[src/rtl/sprite_comp_select.sv]
// Sprite compositor select stage: a small sprite table, a registered
// per-slot hit vector captured on the compare strobe, and a priority pick
// of the lowest-index hit colour on the select strobe.
module sprite_comp_select #(
   parameter int                 N_SPR    = 4,
   parameter int                 SPR_SIZE = 16,
   parameter int                 COLOR_W  = 9,
   parameter logic [COLOR_W-1:0] BG_COLOR = '0
) (
   input  logic               clk,
   input  logic               reset,
   input  logic               refresh_comp,
   input  logic               refresh_select,
   input  logic [9:0]         pixel_x,
   input  logic [9:0]         pixel_y,
   input  logic               wr_en,
   input  logic [2:0]         wr_addr,
   input  logic [9:0]         wr_x,
   input  logic [9:0]         wr_y,
   input  logic [COLOR_W-1:0] wr_color,
   input  logic               wr_active,
   output logic               is_pixel,
   output logic [COLOR_W-1:0] color_out,
   output logic               color_valid,
   output logic               seq_err
);

   // 11-bit span so a sprite placed near column/row 1023 never wraps to 0
   localparam logic [10:0] SPAN = 11'(SPR_SIZE);

   typedef enum logic [1:0] {ST_IDLE, ST_HIT, ST_SEL} state_t;

   logic [N_SPR-1:0]   hit_now;
   logic [COLOR_W-1:0] spr_color [N_SPR];

   genvar gi;
   generate
      for (gi = 0; gi < N_SPR; gi++) begin : g_slot
         logic [9:0]         x_q, x_d, y_q, y_d;
         logic [COLOR_W-1:0] color_q, color_d;
         logic               active_q, active_d;
         logic               wr_sel;

         // slot indices past N_SPR simply match no slot
         assign wr_sel = wr_en && (wr_addr == 3'(gi));

         // next table contents for this slot
         always_comb begin
            x_d      = x_q;
            y_d      = y_q;
            color_d  = color_q;
            active_d = active_q;
            if (wr_sel) begin
               x_d      = wr_x;
               y_d      = wr_y;
               color_d  = wr_color;
               active_d = wr_active;
            end
         end

         // table storage; only the enable bit is cleared by reset
         always_ff @(posedge clk) begin
            x_q     <= x_d;
            y_q     <= y_d;
            color_q <= color_d;
            if (!reset) begin
               active_q <= 1'b0;
            end else begin
               active_q <= active_d;
            end
         end

         // hit test against the pre-write table contents
         assign hit_now[gi] = active_q
            && ({1'b0, pixel_x} >= {1'b0, x_q}) && ({1'b0, pixel_x} < ({1'b0, x_q} + SPAN))
            && ({1'b0, pixel_y} >= {1'b0, y_q}) && ({1'b0, pixel_y} < ({1'b0, y_q} + SPAN));

         assign spr_color[gi] = color_q;
      end
   endgenerate

   state_t             state_q, state_d;
   logic [N_SPR-1:0]   hit_q, hit_d;
   logic [COLOR_W-1:0] color_out_q, color_out_d;
   logic               color_valid_q, color_valid_d;
   logic               seq_err_q, seq_err_d;
   logic               is_pixel_q, is_pixel_d;
   logic [COLOR_W-1:0] sel_color;

   // lowest-index hit slot wins, background if nothing was hit
   always_comb begin
      sel_color = BG_COLOR;
      for (int i = N_SPR - 1; i >= 0; i--) begin
         if (hit_q[i]) begin
            sel_color = spr_color[i];
         end
      end
   end

   // sequencing: compare always wins; select is only legal while a hit is pending
   always_comb begin
      state_d       = state_q;
      hit_d         = hit_q;
      color_out_d   = color_out_q;
      color_valid_d = 1'b0;
      seq_err_d     = seq_err_q;
      is_pixel_d    = (pixel_x < 10'd640) && (pixel_y < 10'd480);
      if (refresh_comp) begin
         hit_d   = hit_now;
         state_d = ST_HIT;
         if (refresh_select) begin
            seq_err_d = 1'b1;
         end
      end else begin
         // SEL is a one-cycle state; a stray select there still drops to IDLE
         if (state_q == ST_SEL) begin
            state_d = ST_IDLE;
         end
         if (refresh_select) begin
            if (state_q == ST_HIT) begin
               color_out_d   = sel_color;
               color_valid_d = 1'b1;
               state_d       = ST_SEL;
            end else begin
               seq_err_d = 1'b1;
            end
         end
      end
   end

   // FSM state and registered outputs
   always_ff @(posedge clk) begin
      if (!reset) begin
         state_q       <= ST_IDLE;
         hit_q         <= '0;
         color_out_q   <= BG_COLOR;
         color_valid_q <= 1'b0;
         seq_err_q     <= 1'b0;
         is_pixel_q    <= 1'b0;
      end else begin
         state_q       <= state_d;
         hit_q         <= hit_d;
         color_out_q   <= color_out_d;
         color_valid_q <= color_valid_d;
         seq_err_q     <= seq_err_d;
         is_pixel_q    <= is_pixel_d;
      end
   end

   assign is_pixel    = is_pixel_q;
   assign color_out   = color_out_q;
   assign color_valid = color_valid_q;
   assign seq_err     = seq_err_q;

endmodule

[config.mk]
export PLATFORM = sky130hd
export DESIGN_NAME = sprite_comp_select
export DESIGN_NICKNAME = d
export VERILOG_FILES = /design/src/rtl/sprite_comp_select.sv
export SDC_FILE = /design/constraint.sdc
export NUM_CORES = 1
export LEC_CHECK = 0
export ABC_AREA = 1
export BUFFER_PORTS_ARGS = -buffer_cell sky130_fd_sc_hd__buf_2
export CAP_MARGIN = 20
export CORE_ASPECT_RATIO = 1.5
export CORE_MARGIN = 2
export CORE_UTILIZATION = 47
export CTS_CLUSTER_SIZE = 24
export DETAILED_ROUTE_END_ITERATION = 7
export GPL_TIMING_DRIVEN = 1
export MAX_ROUTING_LAYER = met4
export PLACE_DENSITY = 0.66
export SKIP_CTS_REPAIR_TIMING = 1
export SLEW_MARGIN = 20
export SYNTH_ARGS = -nofsm -noshare
export SYNTH_HDL_FRONTEND = slang
export SYNTH_SLANG_ARGS = --single-unit
[constraint.sdc]
create_clock -name clk -period 2.76 [get_ports clk]
set_input_delay 0.276 -clock clk [delete_from_list [all_inputs] [get_ports clk]]
set_output_delay 0.276 -clock clk [all_outputs]
set_load 0.05 [all_outputs]
==> tab_implementation.tex, run 1 <==
\begin{tabular}{lr}
\hline
Metric & Value \\
\hline
\multicolumn{2}{l}{\textbf{Status}} \\
Status & finished clean \\
\multicolumn{2}{l}{\textbf{Flow run}} \\
Max-capacitance violation count & 0 \\
\multicolumn{2}{l}{\textbf{Cells and area}} \\
Number of nets in the finished design & 1222 \\
Multi-input gate area in the final layout & 0.00418 mm2 \\
Highest-count cells in the layout ignoring fill and taps & sky130\_fd\_sc\_hd\_\_nand2\_1, sky130\_fd\_sc\_hd\_\_inv\_1, sky130\_fd\_sc\_hd\_\_ha\_1, sky130\_fd\_sc\_hd\_\_edfxtp\_1, sky130\_fd\_sc\_hd\_\_a21oi\_1 \\
Final cell count without fillers & 1258 \\
Leading cell type in the layout, fill and taps excluded & sky130\_fd\_sc\_hd\_\_nand2\_1 \\
Share of final-layout standard cells stronger than drive strength 1 & 10.7\% \\
Area Overhead vs Synth & 14.5\% \\
Storage element area & 0.00392 mm2 \\
Inserted Diodes & 0 \\
Number of fill cells & 1601 \\
\multicolumn{2}{l}{\textbf{Power and ir drop}} \\
Relative contribution of combinational cells to total power & 12.1\% \\
Cell Pwr Density & 534 mW/mm2 \\
Sw Ratio & 25.7\% \\
Switching Power & 1.36 mW \\
Total internal power & 3.93 mW \\
Leak pwr & 4.62 nW \\
Max rail drop VDD & 0.367 mV \\
Fraction of power consumed by sequential logic & 44.7\% \\
Total power draw & 5.29 mW \\
Clk network pwr share & 43.2\% \\
\multicolumn{2}{l}{\textbf{GRT}} \\
Antenna violations before repair & 0 \\
Number of global-route vias before repair & 6508 \\
Maximum number of pins on one net before global-route repair & 32 \\
Global-route wire length before repair & 31500 um \\
Overflow left after global routing & 0 \\
Total global routing track utilization & 21.8\% \\
\multicolumn{2}{l}{\textbf{Routing}} \\
Final routed wire length divided by cell count & 15.7 um \\
DR iter-0 viols & 256 \\
Via count & 6560 \\
Detail-routed via count per cell & 5.21 \\
Number of design rule violations left after detail routing & 0 \\
Total length of routed wires & 19800 um \\
Drt pass-1 iters & 5 \\
Remaining antenna violation count & 0 \\
\multicolumn{2}{l}{\textbf{Synthesis}} \\
Number of flops mapped to enable cells by yosys & 116 \\
\#FFs+latches synth & 138 \\
Sequential-to-total area share from yosys stat & 45.3\% \\
Avg Inst Size Synth & 9.20 um2 \\
Yosys warns & 0 \\
Count of mapped cells out of synthesis & 941 \\
Post-synthesis instance area & 0.00866 mm2 \\
Fraction of registers with async set or reset after synthesis & 0\% \\
Number of distinct library cell variants in the gate-level netlist after synthesis & 27 \\
Syn\_nets & 1135 \\
Most used flip-flop cell after synthesis & sky130\_fd\_sc\_hd\_\_edfxtp\_1 \\
\multicolumn{2}{l}{\textbf{Timing}} \\
Final setup skew & 0.00895 ns \\
Final hold violation count & 0 \\
Relative slew margins & 59.9\% \\
Transition time at the pin with the least slew margin & 0.600 ns \\
Smallest setup slack after layout & 0.662 ns \\
Setup repair after global routing missed its margin & no \\
Final critical-path required period & 2.10 ns \\
Smallest hold slack & 0.0748 ns \\
Share of the clock period used by the worst path & 76.0\% \\
Max Transition Viols Final & 0 \\
Final setup violation count & 0 \\
Timing-limited maximum frequency & 477 MHz \\
\multicolumn{2}{l}{\textbf{Floorplanning}} \\
Starting density of the core & 48.1\% \\
Placeable core region & 0.0180 mm2 \\
Die extent in x & 115 um \\
Row count & 60 \\
Count of boundary I/O pins & 70 \\
DIE AREA & 0.0195 mm2 \\
Floorplan die height & 170 um \\
\multicolumn{2}{l}{\textbf{Placement}} \\
HPWL reported at the end of detailed placement & 14900 um \\
Last weighted congestion value of the routability-driven placer & 0.903 \\
Worst setup slack after placement & 0.678 ns \\
Port bufs & 69 \\
Post-placement cell count & 1226 \\
\multicolumn{2}{l}{\textbf{Worst setup path}} \\
Critical path peak fanout & 4 \\
Classification of the worst setup path & register to register \\
Kind of start point of the critical path & register \\
Crit path DAT & 2.45 ns \\
Type of element capturing the critical path & register \\
Worst EP required & 3.11 ns \\
\multicolumn{2}{l}{\textbf{Clocking}} \\
CTS tree & built \\
Clock Root Buffer & sky130\_fd\_sc\_hd\_\_clkbuf\_16 \\
TritonCTS Buffers & 17 \\
Clock slew seen by the registers of the worst setup and hold paths & 0.06 ns \\
Deepest clock path buffer count & 2 \\
Clock sink total & 138 \\
Clock latency on the worst-skew pair & 0.42 ns \\
Htree depth & 4 \\
\multicolumn{2}{l}{\textbf{Worst hold path}} \\
Worst hold path type & input pin to register \\
\hline
\end{tabular}
==> power by group through the flow <==
stage | Clock, mW | Sequential (mW) | Combinational (mW)
floorplan | 0 | 2.43 | 0.385
global placement | 0 | 2.40 | 0.632
detailed placement | 0 | 2.41 | 0.643
CTS | 2.31 | 2.36 | 0.649
global route | 2.41 | 2.37 | 0.738
finish | 2.28 | 2.36 | 0.643
==> layer usage <==
metal,up-vias,wire length (um),GRT usage [%]
li1,3359,-,-
met1,3045,7700,22.5
met2,120,10900,41.0
met3,36,641,3.21
met4,0,582,8.80
met5,-,0,-
==> per-stage QoR <==
step | utilization, % | cell area, um2 | setup TNS [ns]
final | 55.0 | 9910 | 0
after global routing | 55.0 | 9910 | 0
after CTS | 55.0 | 9910 | 0
after detailed placement | 51.7 | 9320 | 0
after global placement | 51.7 | 9320 | 0
after floorplan | - | 8660 | -14.61
==> critical path: stages, from the launching register on <==
cell,delay [ns]
sky130_fd_sc_hd__edfxtp_1,0.46
sky130_fd_sc_hd__ha_1,0.29
sky130_fd_sc_hd__nand3_1,0.10
sky130_fd_sc_hd__xor2_1,0.17
sky130_fd_sc_hd__ha_1,0.26
sky130_fd_sc_hd__a21oi_1,0.11
sky130_fd_sc_hd__nand3b_1,0.11
sky130_fd_sc_hd__nand2_1,0.05
sky130_fd_sc_hd__clkinv_1,0.04
sky130_fd_sc_hd__nand2_1,0.04
sky130_fd_sc_hd__nor2_1,0.17
sky130_fd_sc_hd__nand3_1,0.10
sky130_fd_sc_hd__a21oi_1,0.12
==> cell usage after synthesis, drive strengths merged (5+ instances only) <==
cell type | n | area share, %
a21oi | 77 | 4.5
clkinv | 5 | 0.22
nand3 | 46 | 2.7
dfxtp | 22 | 5.1
inv | 144 | 6.2
edfxtp | 116 | 40
ha | 136 | 20
a21o | 5 | 0.43
nor3 | 14 | 0.94
o21ai | 35 | 2.0
xnor2 | 8 | 0.81
xor2 | 22 | 2.2
nand2 | 192 | 8.3
nand4 | 9 | 0.65
nor3b | 5 | 0.43
nor2 | 76 | 3.3
o21bai | 5 | 0.43
a22oi | 9 | 0.78
==> state kept, by name (all words and copies together) (netlist names) <==
register and count:
seq_err 1, g_slot.color_q 36, g_slot.active_q 4, hit_q 4
is_pixel 1, g_slot.y_q 40, g_slot.x_q 40, state_q 2
color_out 9, color_valid 1
==> final timing paths <==
check,startpoint,endpoint,slack [ns],cells past startpoint
max reg2reg,g_slot[0].y_q[4],hit_q[0],0.66,12
min reg2reg,seq_err,seq_err,0.44,2
min,wr_color[6],g_slot[0].color_q[6],0.07,1
max,g_slot[0].y_q[4],hit_q[0],0.66,12
==> final cells by class <==
| cell class | instances | area share (%) |
|---|---|---|
| clock buffer | 19 | 4.47 |
| sequential | 138 | 39.6 |
| inverter | 149 | 5.64 |
| clock inverter | 13 | 1.46 |
| multi-input combinational | 649 | 42.2 |
| tap | 217 | 2.74 |
| timing repair buffer | 73 | 3.91 |
==> kinds of logic (layout without fill, tap and decap cells) <==
family	after synthesis	count (layout)	share of synthesized area (%)
simple gates	347	347	16.7
flops	138	138	45.3
compound gates	136	136	8.56
buf+inv	154	254	6.69
xor+xnor	30	30	3.03
fa+ha+maj	136	136	19.7
Note: power is estimated with default switching activity, not from simulation.
==> inputs of run 2 (changes only) <==
==> constraint.sdc (replaced) <==
create_clock -name clk -period 1.7 [get_ports clk]
set_input_delay 0.17 -clock clk [delete_from_list [all_inputs] [get_ports clk]]
set_output_delay 0.17 -clock clk [all_outputs]
set_load 0.05 [all_outputs]
==> tab_implementation.tex, run 2 (same netlist as run 1, synthesis figures left out) <==
\begin{tabular}{lr}
\hline
Metric & Value \\
\hline
\multicolumn{2}{l}{\textbf{Cells and area}} \\
Fin util & 60.1\% (was 55.0\%) \\
Inserted Diodes & 0 (unchanged) \\
Final cell count without fillers & 1351 (was 1258) \\
Share of final-layout standard cells stronger than drive strength 1 & 17.9\% (was 10.7\%) \\
Highest-count cells in the layout ignoring fill and taps & sky130\_fd\_sc\_hd\_\_nand2\_1, sky130\_fd\_sc\_hd\_\_inv\_1, sky130\_fd\_sc\_hd\_\_ha\_1, sky130\_fd\_sc\_hd\_\_edfxtp\_1, sky130\_fd\_sc\_hd\_\_a21oi\_1 (unchanged) \\
Leading cell type in the layout, fill and taps excluded & sky130\_fd\_sc\_hd\_\_nand2\_1 (unchanged) \\
Area Overhead vs Synth & 25.0\% (was 14.5\%) \\
Number of nets in the finished design & 1315 (was 1222) \\
Leading registers by flop count & g\_slot.x\_q (40), g\_slot.y\_q (40), g\_slot.color\_q (36) (unchanged) \\
\multicolumn{2}{l}{\textbf{Floorplanning}} \\
Placeable core region & 0.0180 mm2 (unchanged) \\
DIE AREA & 0.0195 mm2 (unchanged) \\
Floorplan die height & 170 um (unchanged) \\
Die extent in x & 115 um (unchanged) \\
Count of boundary I/O pins & 70 (unchanged) \\
Starting density of the core & 48.1\% (unchanged) \\
Row count & 60 (unchanged) \\
\multicolumn{2}{l}{\textbf{Worst setup path}} \\
Crit path DAT & 2.34 ns (was 2.45 ns) \\
Register-to-Register Path Depth & 11 (was 12) \\
Worst EP required & 2.05 ns (was 3.11 ns) \\
Beginning of the worst register-to-register path & g\_slot[2].x\_q[5] (was g\_slot[0].y\_q[4]) \\
Critical path peak fanout & 3 (was 4) \\
Reg-to-Reg End & hit\_q[2] (was hit\_q[0]) \\
Kind of start point of the critical path & register (unchanged) \\
Classification of the worst setup path & register to register (unchanged) \\
Type of element capturing the critical path & register (unchanged) \\
Register-to-Register Setup Slack & -0.30 ns (was 0.66 ns) \\
\multicolumn{2}{l}{\textbf{Clocking}} \\
Clock Root Buffer & sky130\_fd\_sc\_hd\_\_clkbuf\_16 (unchanged) \\
Clock latency on the worst-skew pair & 0.42 ns (about the same) \\
TritonCTS Buffers & 17 (unchanged) \\
Deepest clock path buffer count & 2 (unchanged) \\
Clock slew seen by the registers of the worst setup and hold paths & 0.06 ns (about the same) \\
Htree depth & 4 (unchanged) \\
CTS tree & built (unchanged) \\
Clock sink total & 138 (unchanged) \\
\multicolumn{2}{l}{\textbf{Placement}} \\
HPWL reported at the end of detailed placement & 15600 um (was 14900 um) \\
Worst setup slack after placement & -0.360 ns (was 0.678 ns) \\
Port bufs & 69 (unchanged) \\
Last weighted congestion value of the routability-driven placer & 0.841 (was 0.903) \\
Post-placement cell count & 1293 (was 1226) \\
\multicolumn{2}{l}{\textbf{Timing}} \\
Max Transition Viols Final & 0 (unchanged) \\
Smallest setup slack after layout & -0.295 ns (was 0.662 ns) \\
Timing-limited maximum frequency & 501 MHz (was 477 MHz) \\
Setup repair after global routing missed its margin & yes (was no) \\
Final setup skew & 0.00563 ns (was 0.00895 ns) \\
Share of the clock period used by the worst path & 117\% (was 76.0\%) \\
Final hold violation count & 0 (unchanged) \\
Smallest hold slack & 0.0171 ns (was 0.0748 ns) \\
Relative slew margins & 76.2\% (was 59.9\%) \\
Transition time at the pin with the least slew margin & 0.357 ns (was 0.600 ns) \\
Final setup violation count & 4 (was 0) \\
Final critical-path required period & 2.00 ns (was 2.10 ns) \\
\multicolumn{2}{l}{\textbf{Status}} \\
Status & finished with violations (was finished clean) \\
Failing checks & setup timing \\
\multicolumn{2}{l}{\textbf{Routing}} \\
Final routed wire length divided by cell count & 15.4 um (was 15.7 um) \\
DR iter-0 viols & 315 (was 256) \\
Detailed route wirelength on metal2 & 11800 um (was 10900 um) \\
Via count & 6879 (was 6560) \\
Number of design rule violations left after detail routing & 0 (unchanged) \\
Remaining antenna violation count & 0 (unchanged) \\
Highest layer used for signal routing & met4 (unchanged) \\
Met1 Wirelength & 8010 um (was 7700 um) \\
Total length of routed wires & 20900 um (was 19800 um) \\
Met3 Routed Length & 499 um (was 641 um) \\
Drt pass-1 iters & 6 (was 5) \\
Detail-routed via count per cell & 5.09 (was 5.21) \\
\multicolumn{2}{l}{\textbf{Power and ir drop}} \\
Max rail drop VDD & 0.523 mV (was 0.367 mV) \\
Leak pwr & 5.07 nW (was 4.62 nW) \\
Cell Pwr Density & 808 mW/mm2 (was 534 mW/mm2) \\
Total power draw & 8.75 mW (was 5.29 mW) \\
\multicolumn{2}{l}{\textbf{GRT}} \\
Maximum number of pins on one net before global-route repair & 32 (unchanged) \\
Number of global-route vias before repair & 6830 (was 6508) \\
Antenna violations before repair & 0 (unchanged) \\
Global-route wire length before repair & 32800 um (was 31500 um) \\
Overflow left after global routing & 0 (unchanged) \\
Total global routing track utilization & 22.8\% (was 21.8\%) \\
\multicolumn{2}{l}{\textbf{Worst hold path}} \\
Worst hold path type & input pin to register (unchanged) \\
Destination of the worst hold path & state\_q[1] (was g\_slot[0].color\_q[6]) \\
Min-Delay Startpoint & refresh\_select (was wr\_color[6]) \\
Worst hold stages & 3 (was 1) \\
\multicolumn{2}{l}{\textbf{Flow run}} \\
Max-capacitance violation count & 0 (unchanged) \\
\hline
\end{tabular}
[run 2: cell count changes in the layout (fill, tap and decap cells not counted), sizes merged]
| cell | change |
|---|---|
| clkinv | -6 |
| dlygate4sd3 | +21 |
| buf | +72 |
| clkinvlp | +2 |
| clkbuf | -1 |
| inv | +5 |
[run 2: worst max-delay path by stage]
stage / start / endpoint / cells after the start
2_1_floorplan: wr_en / g_slot[2].color_q[0] / 4
3_3_place_gp: g_slot[2].x_q[4] / hit_q[2] / 11
3_5_place_dp: g_slot[2].x_q[4] / hit_q[2] / 11
4_1_cts: g_slot[2].x_q[4] / hit_q[2] / 11
5_1_grt: g_slot[0].y_q[4] / hit_q[0] / 12
6_report: g_slot[2].x_q[5] / hit_q[2] / 11
[run 2: area by class of cell]
cell class	instances	area (um2)
Tap cell	217	272
Clock inverter	14	159
Fill cell	1589	7190
Multi-Input combinational cell	649	4320
Timing Repair Buffer	166	1160
Inverter	149	559
Sequential cell	138	3920
Clock buffer	18	429
[run 2: power by group]
part / internal [mW] / switching [mW]
Sequential: 3.78 / 0.0494
Combinational: 0.490 / 0.705
Clock: 2.19 / 1.53
Total: 6.46 / 2.28
[run 2: per-layer routing]
| layer | vias to the layer above | track usage (%) |
|---|---|---|
| met5 | - | - |
| met4 | 0 | 8.43 |
| met3 | 34 | 2.96 |
| met2 | 117 | 44.5 |
| met1 | 3186 | 22.7 |
| li1 | 3542 | - |
[run 2: worst max-delay path, cell delays in order (launching register included)]
cell,delay (ns)
sky130_fd_sc_hd__edfxtp_1,0.42
sky130_fd_sc_hd__ha_2,0.22
sky130_fd_sc_hd__xnor2_1,0.16
sky130_fd_sc_hd__ha_1,0.26
sky130_fd_sc_hd__a21o_1,0.18
sky130_fd_sc_hd__a21oi_1,0.11
sky130_fd_sc_hd__nand2_1,0.09
sky130_fd_sc_hd__nand2_1,0.07
sky130_fd_sc_hd__nand2_1,0.06
sky130_fd_sc_hd__nor2_2,0.14
sky130_fd_sc_hd__nand3_1,0.10
sky130_fd_sc_hd__a21oi_1,0.13
[run 2: metrics by stage]
stage	cell area (um2)	TNS, ns
after CTS	10500	-1.08
final	10800	-0.977
after global routing	10800	-1.63
after floorplan	8770	-22.63
after global placement	9950	-0.783
after detailed placement	9950	-1.01
==> inputs of run 3 (changes only) <==
--- a/config.mk
+++ b/config.mk
@@ -5,7 +5,7 @@
 export SDC_FILE = /design/constraint.sdc
 export NUM_CORES = 1
 export LEC_CHECK = 0
-export ABC_AREA = 1
+export ABC_AREA = 0
 export BUFFER_PORTS_ARGS = -buffer_cell sky130_fd_sc_hd__buf_2
 export CAP_MARGIN = 20
 export CORE_ASPECT_RATIO = 1.5
==> tab_implementation.tex, run 3 <==
\begin{tabular}{lr}
\hline
Metric & Value \\
\hline
\multicolumn{2}{l}{\textbf{GRT}} \\
Total global routing track utilization & 23.8\% (was 22.8\%) \\
Overflow left after global routing & 0 (unchanged) \\
Maximum number of pins on one net before global-route repair & 31 (was 32) \\
Antenna violations before repair & 0 (unchanged) \\
Number of global-route vias before repair & 6851 (was 6830) \\
Global-route wire length before repair & 33800 um (was 32800 um) \\
\multicolumn{2}{l}{\textbf{Clocking}} \\
Clock latency on the worst-skew pair & 0.42 ns (about the same) \\
Clock slew seen by the registers of the worst setup and hold paths & 0.07 ns (was 0.06 ns) \\
Htree depth & 4 (unchanged) \\
TritonCTS Buffers & 17 (unchanged) \\
CTS tree & built (unchanged) \\
Clock sink total & 138 (unchanged) \\
Clock Root Buffer & sky130\_fd\_sc\_hd\_\_clkbuf\_16 (unchanged) \\
Deepest clock path buffer count & 2 (unchanged) \\
\multicolumn{2}{l}{\textbf{Timing}} \\
Max Transition Viols Final & 0 (unchanged) \\
Final setup skew & 0.0135 ns (was 0.00563 ns) \\
Smallest setup slack after layout & -0.642 ns (was -0.295 ns) \\
Final critical-path required period & 2.34 ns (was 2.00 ns) \\
Transition time at the pin with the least slew margin & 0.443 ns (was 0.357 ns) \\
Setup repair after global routing missed its margin & yes (unchanged) \\
Final setup violation count & 4 (unchanged) \\
Share of the clock period used by the worst path & 138\% (was 117\%) \\
Timing-limited maximum frequency & 427 MHz (was 501 MHz) \\
Relative slew margins & 69.7\% (was 76.2\%) \\
Final hold violation count & 0 (unchanged) \\
\multicolumn{2}{l}{\textbf{Routing}} \\
Met1 Wirelength & 8140 um (was 8010 um) \\
Drt pass-1 iters & 6 (unchanged) \\
Highest layer used for signal routing & met4 (unchanged) \\
Total length of routed wires & 21200 um (was 20900 um) \\
Detail-routed via count per cell & 5.45 (was 5.09) \\
DR iter-0 viols & 243 (was 315) \\
Remaining antenna violation count & 0 (unchanged) \\
Met3 Routed Length & 509 um (was 499 um) \\
Detailed route wirelength on metal2 & 11800 um (about the same) \\
Via count & 6423 (was 6879) \\
Final routed wire length divided by cell count & 18.0 um (was 15.4 um) \\
Number of design rule violations left after detail routing & 0 (unchanged) \\
\multicolumn{2}{l}{\textbf{Worst setup path}} \\
Critical Path, Cell by Cell & ha\_4 -> xnor2\_2 -> ha\_2 -> o21ai\_1 -> a21oi\_1 -> a21oi\_1 -> a311oi\_1 -> or4b\_1 -> o31ai\_2 (was ha\_2 -> xnor2\_1 -> ha\_1 -> a21o\_1 -> a21oi\_1 -> nand2\_1 -> nand2\_1 -> nand2\_1 -> nor2\_2 -> nand3\_1 -> a21oi\_1) \\
Crit path DAT & 2.68 ns (was 2.34 ns) \\
Maximum cell stage delay along the critical path & 0.50 ns (was 0.42 ns) \\
Critical path peak fanout & 4 (was 3) \\
Kind of start point of the critical path & register (unchanged) \\
Classification of the worst setup path & register to register (unchanged) \\
Worst EP required & 2.04 ns (was 2.05 ns) \\
Slowest cell on the critical path & sky130\_fd\_sc\_hd\_\_or4b\_1 (was sky130\_fd\_sc\_hd\_\_edfxtp\_1) \\
Type of element capturing the critical path & register (unchanged) \\
Crit-path most repeated cell & sky130\_fd\_sc\_hd\_\_a21oi\_1 (was sky130\_fd\_sc\_hd\_\_nand2\_1) \\
\multicolumn{2}{l}{\textbf{Cells and area}} \\
Inserted Diodes & 0 (unchanged) \\
Final non-filler cell area & 0.0108 mm2 (about the same) \\
Leading registers by flop count & g\_slot.x\_q (40), g\_slot.y\_q (40), g\_slot.color\_q (36) (unchanged) \\
Leading cell type in the layout, fill and taps excluded & sky130\_fd\_sc\_hd\_\_buf\_4 (was sky130\_fd\_sc\_hd\_\_nand2\_1) \\
Number of fill cells & 1387 (was 1589) \\
Number of nets in the finished design & 1146 (was 1315) \\
Area Overhead vs Synth & 31.0\% (was 25.0\%) \\
Final cell count without fillers & 1178 (was 1351) \\
Share of final-layout standard cells stronger than drive strength 1 & 29.0\% (was 17.9\%) \\
Highest-count cells in the layout ignoring fill and taps & sky130\_fd\_sc\_hd\_\_buf\_4, sky130\_fd\_sc\_hd\_\_ha\_1, sky130\_fd\_sc\_hd\_\_edfxtp\_1, sky130\_fd\_sc\_hd\_\_inv\_1, sky130\_fd\_sc\_hd\_\_buf\_2 (was sky130\_fd\_sc\_hd\_\_nand2\_1, sky130\_fd\_sc\_hd\_\_inv\_1, sky130\_fd\_sc\_hd\_\_ha\_1, sky130\_fd\_sc\_hd\_\_edfxtp\_1, sky130\_fd\_sc\_hd\_\_a21oi\_1) \\
Fin util & 62.5\% (was 60.1\%) \\
\multicolumn{2}{l}{\textbf{Floorplanning}} \\
DIE AREA & 0.0186 mm2 (was 0.0195 mm2) \\
Die extent in x & 112 um (was 115 um) \\
Count of boundary I/O pins & 70 (unchanged) \\
Placeable core region & 0.0173 mm2 (was 0.0180 mm2) \\
Starting density of the core & 47.7\% (was 48.1\%) \\
Row count & 59 (was 60) \\
Floorplan die height & 166 um (was 170 um) \\
\multicolumn{2}{l}{\textbf{Power and ir drop}} \\
Sw Ratio & 26.6\% (was 26.1\%) \\
Relative contribution of combinational cells to total power & 14.8\% (was 13.7\%) \\
Switching Power & 2.27 mW (was 2.28 mW) \\
Fraction of power consumed by sequential logic & 44.7\% (was 43.8\%) \\
Clk network pwr share & 40.5\% (was 42.6\%) \\
Cell Pwr Density & 793 mW/mm2 (was 808 mW/mm2) \\
Max rail drop VDD & 0.677 mV (was 0.523 mV) \\
Total internal power & 6.28 mW (was 6.46 mW) \\
Leak pwr & 4.80 nW (was 5.07 nW) \\
Total power draw & 8.55 mW (was 8.75 mW) \\
\multicolumn{2}{l}{\textbf{Synthesis}} \\
Yosys warns & 0 (unchanged) \\
Sequential-to-total area share from yosys stat & 47.6\% (was 45.3\%) \\
Number of flops mapped to enable cells by yosys & 116 (unchanged) \\
Fraction of post-synthesis cell area in the top cell type by area & 42.3\% (was 40.2\%) \\
Avg Inst Size Synth & 11.4 um2 (was 9.20 um2) \\
\#FFs+latches synth & 138 (unchanged) \\
Fraction of registers with async set or reset after synthesis & 0\% (unchanged) \\
Count of mapped cells out of synthesis & 724 (was 941) \\
Syn\_nets & 918 (was 1135) \\
Number of distinct library cell variants in the gate-level netlist after synthesis & 57 (was 27) \\
Leading cell types by total area after synthesis & sky130\_fd\_sc\_hd\_\_edfxtp\_1, sky130\_fd\_sc\_hd\_\_ha\_1, sky130\_fd\_sc\_hd\_\_dfxtp\_1, sky130\_fd\_sc\_hd\_\_inv\_1, sky130\_fd\_sc\_hd\_\_xnor2\_1 (was sky130\_fd\_sc\_hd\_\_edfxtp\_1, sky130\_fd\_sc\_hd\_\_ha\_1, sky130\_fd\_sc\_hd\_\_nand2\_1, sky130\_fd\_sc\_hd\_\_inv\_1, sky130\_fd\_sc\_hd\_\_dfxtp\_1) \\
Commonest cells post-synth & sky130\_fd\_sc\_hd\_\_ha\_1, sky130\_fd\_sc\_hd\_\_edfxtp\_1, sky130\_fd\_sc\_hd\_\_inv\_1 (was sky130\_fd\_sc\_hd\_\_nand2\_1, sky130\_fd\_sc\_hd\_\_inv\_1, sky130\_fd\_sc\_hd\_\_ha\_1) \\
Most used flip-flop cell after synthesis & sky130\_fd\_sc\_hd\_\_edfxtp\_1 (unchanged) \\
Most frequent cell after synthesis & sky130\_fd\_sc\_hd\_\_ha\_1 (was sky130\_fd\_sc\_hd\_\_nand2\_1) \\
Leading area contributor after synthesis & sky130\_fd\_sc\_hd\_\_edfxtp\_1 (unchanged) \\
Post-synthesis instance area & 0.00824 mm2 (was 0.00866 mm2) \\
\multicolumn{2}{l}{\textbf{Worst hold path}} \\
Worst hold path type & input pin to register (unchanged) \\
\multicolumn{2}{l}{\textbf{Placement}} \\
HPWL reported at the end of detailed placement & 16200 um (was 15600 um) \\
Post-placement cell count & 1124 (was 1293) \\
Last weighted congestion value of the routability-driven placer & 0.916 (was 0.841) \\
Port bufs & 69 (unchanged) \\
Total placed instance area & 0.00990 mm2 (was 0.00995 mm2) \\
Worst setup slack after placement & -0.619 ns (was -0.360 ns) \\
\multicolumn{2}{l}{\textbf{Status}} \\
Status & finished with violations (unchanged) \\
Failing checks & setup timing (unchanged) \\
\multicolumn{2}{l}{\textbf{Flow run}} \\
Max-capacitance violation count & 0 (unchanged) \\
\hline
\end{tabular}
==> run 3: cell types whose count changed after synthesis, sizes merged, moves of 14 or more <==
cell / change
inv: -61
nor2b: +16
nand2: -168
nor2: -54
xnor2: +24
xor2: -22
a21oi: -26
nand2b: +14
o211ai: +14
==> run 3: worst paths after layout <==
check | start | endpoint | slack [ns] | cells after the start
max reg2reg | g_slot[1].x_q[5] | hit_q[1] | -0.64 | 9
min | refresh_select | state_q[1] | 0.01 | 2
min reg2reg | state_q[0] | state_q[1] | 0.48 | 1
max | g_slot[1].x_q[5] | hit_q[1] | -0.64 | 9
==> run 3: cells by family (layout without fill, tap and decap cells) <==
| kind of cell | count (synthesis) | after routing | synth area share, % |
|---|---|---|---|
| AOI/OAI and AO/OA | 174 | 174 | 13.9 |
| and+or+nand+nor | 145 | 145 | 9.65 |
| DFF | 138 | 138 | 47.6 |
| adders and majority gates | 136 | 136 | 20.7 |
| buffers and inverters | 96 | 337 | 4.38 |
| xor gates and xnor gates | 32 | 32 | 3.40 |
| muxes | 3 | 3 | 0.365 |
==> run 3: critical path, delay by kind of cell (launching register included) <==
family                     cells  cell delay (ns)
adders and majority gates      2             0.51
and+or+nand+nor                1             0.50
DFF                            1             0.47
xor gates and xnor gates       1             0.13
AOI/OAI and AO/OA              5             0.65
==> run 3: area by class of cell <==
| type | instances | area, um2 | share of cell area (%) |
|---|---|---|---|
| inverters | 86 | 323 | 2.99 |
| clock buffers | 17 | 425 | 3.94 |
| multi-input cells | 490 | 4170 | 38.6 |
| well taps | 213 | 267 | 2.47 |
| clock inverters | 15 | 129 | 1.19 |
| repair buffers | 219 | 1550 | 14.4 |
| flip-flops and latches | 138 | 3920 | 36.4 |
==> run 3: stage by stage <==
stage                     hold WS [ns]  TNS, ns
after floorplan                  0.269   -0.953
after global placement           0.382    -1.71
after detailed placement         0.390    -2.20
after CTS                      -0.0455    -2.53
after global routing           0.00451    -2.49
final                          0.00994    -1.97
==> run 3: routing by layer <==
layer,global-route usage [%],vias up
li1,-,3164
met1,25.4,3077
met2,43.4,133
met3,3.21,49
met4,10.8,0
met5,-,-
==> run 3: power groups by stage <==
stage | clock network (mW) | logic (mW) | registers [mW]
after floorplan | 0 | 0.571 | 3.93
after global placement | 0 | 1.13 | 3.89
after detailed placement | 0 | 1.19 | 3.89
after CTS | 3.52 | 1.19 | 3.82
after global routing | 3.68 | 1.41 | 3.83
final | 3.46 | 1.27 | 3.82
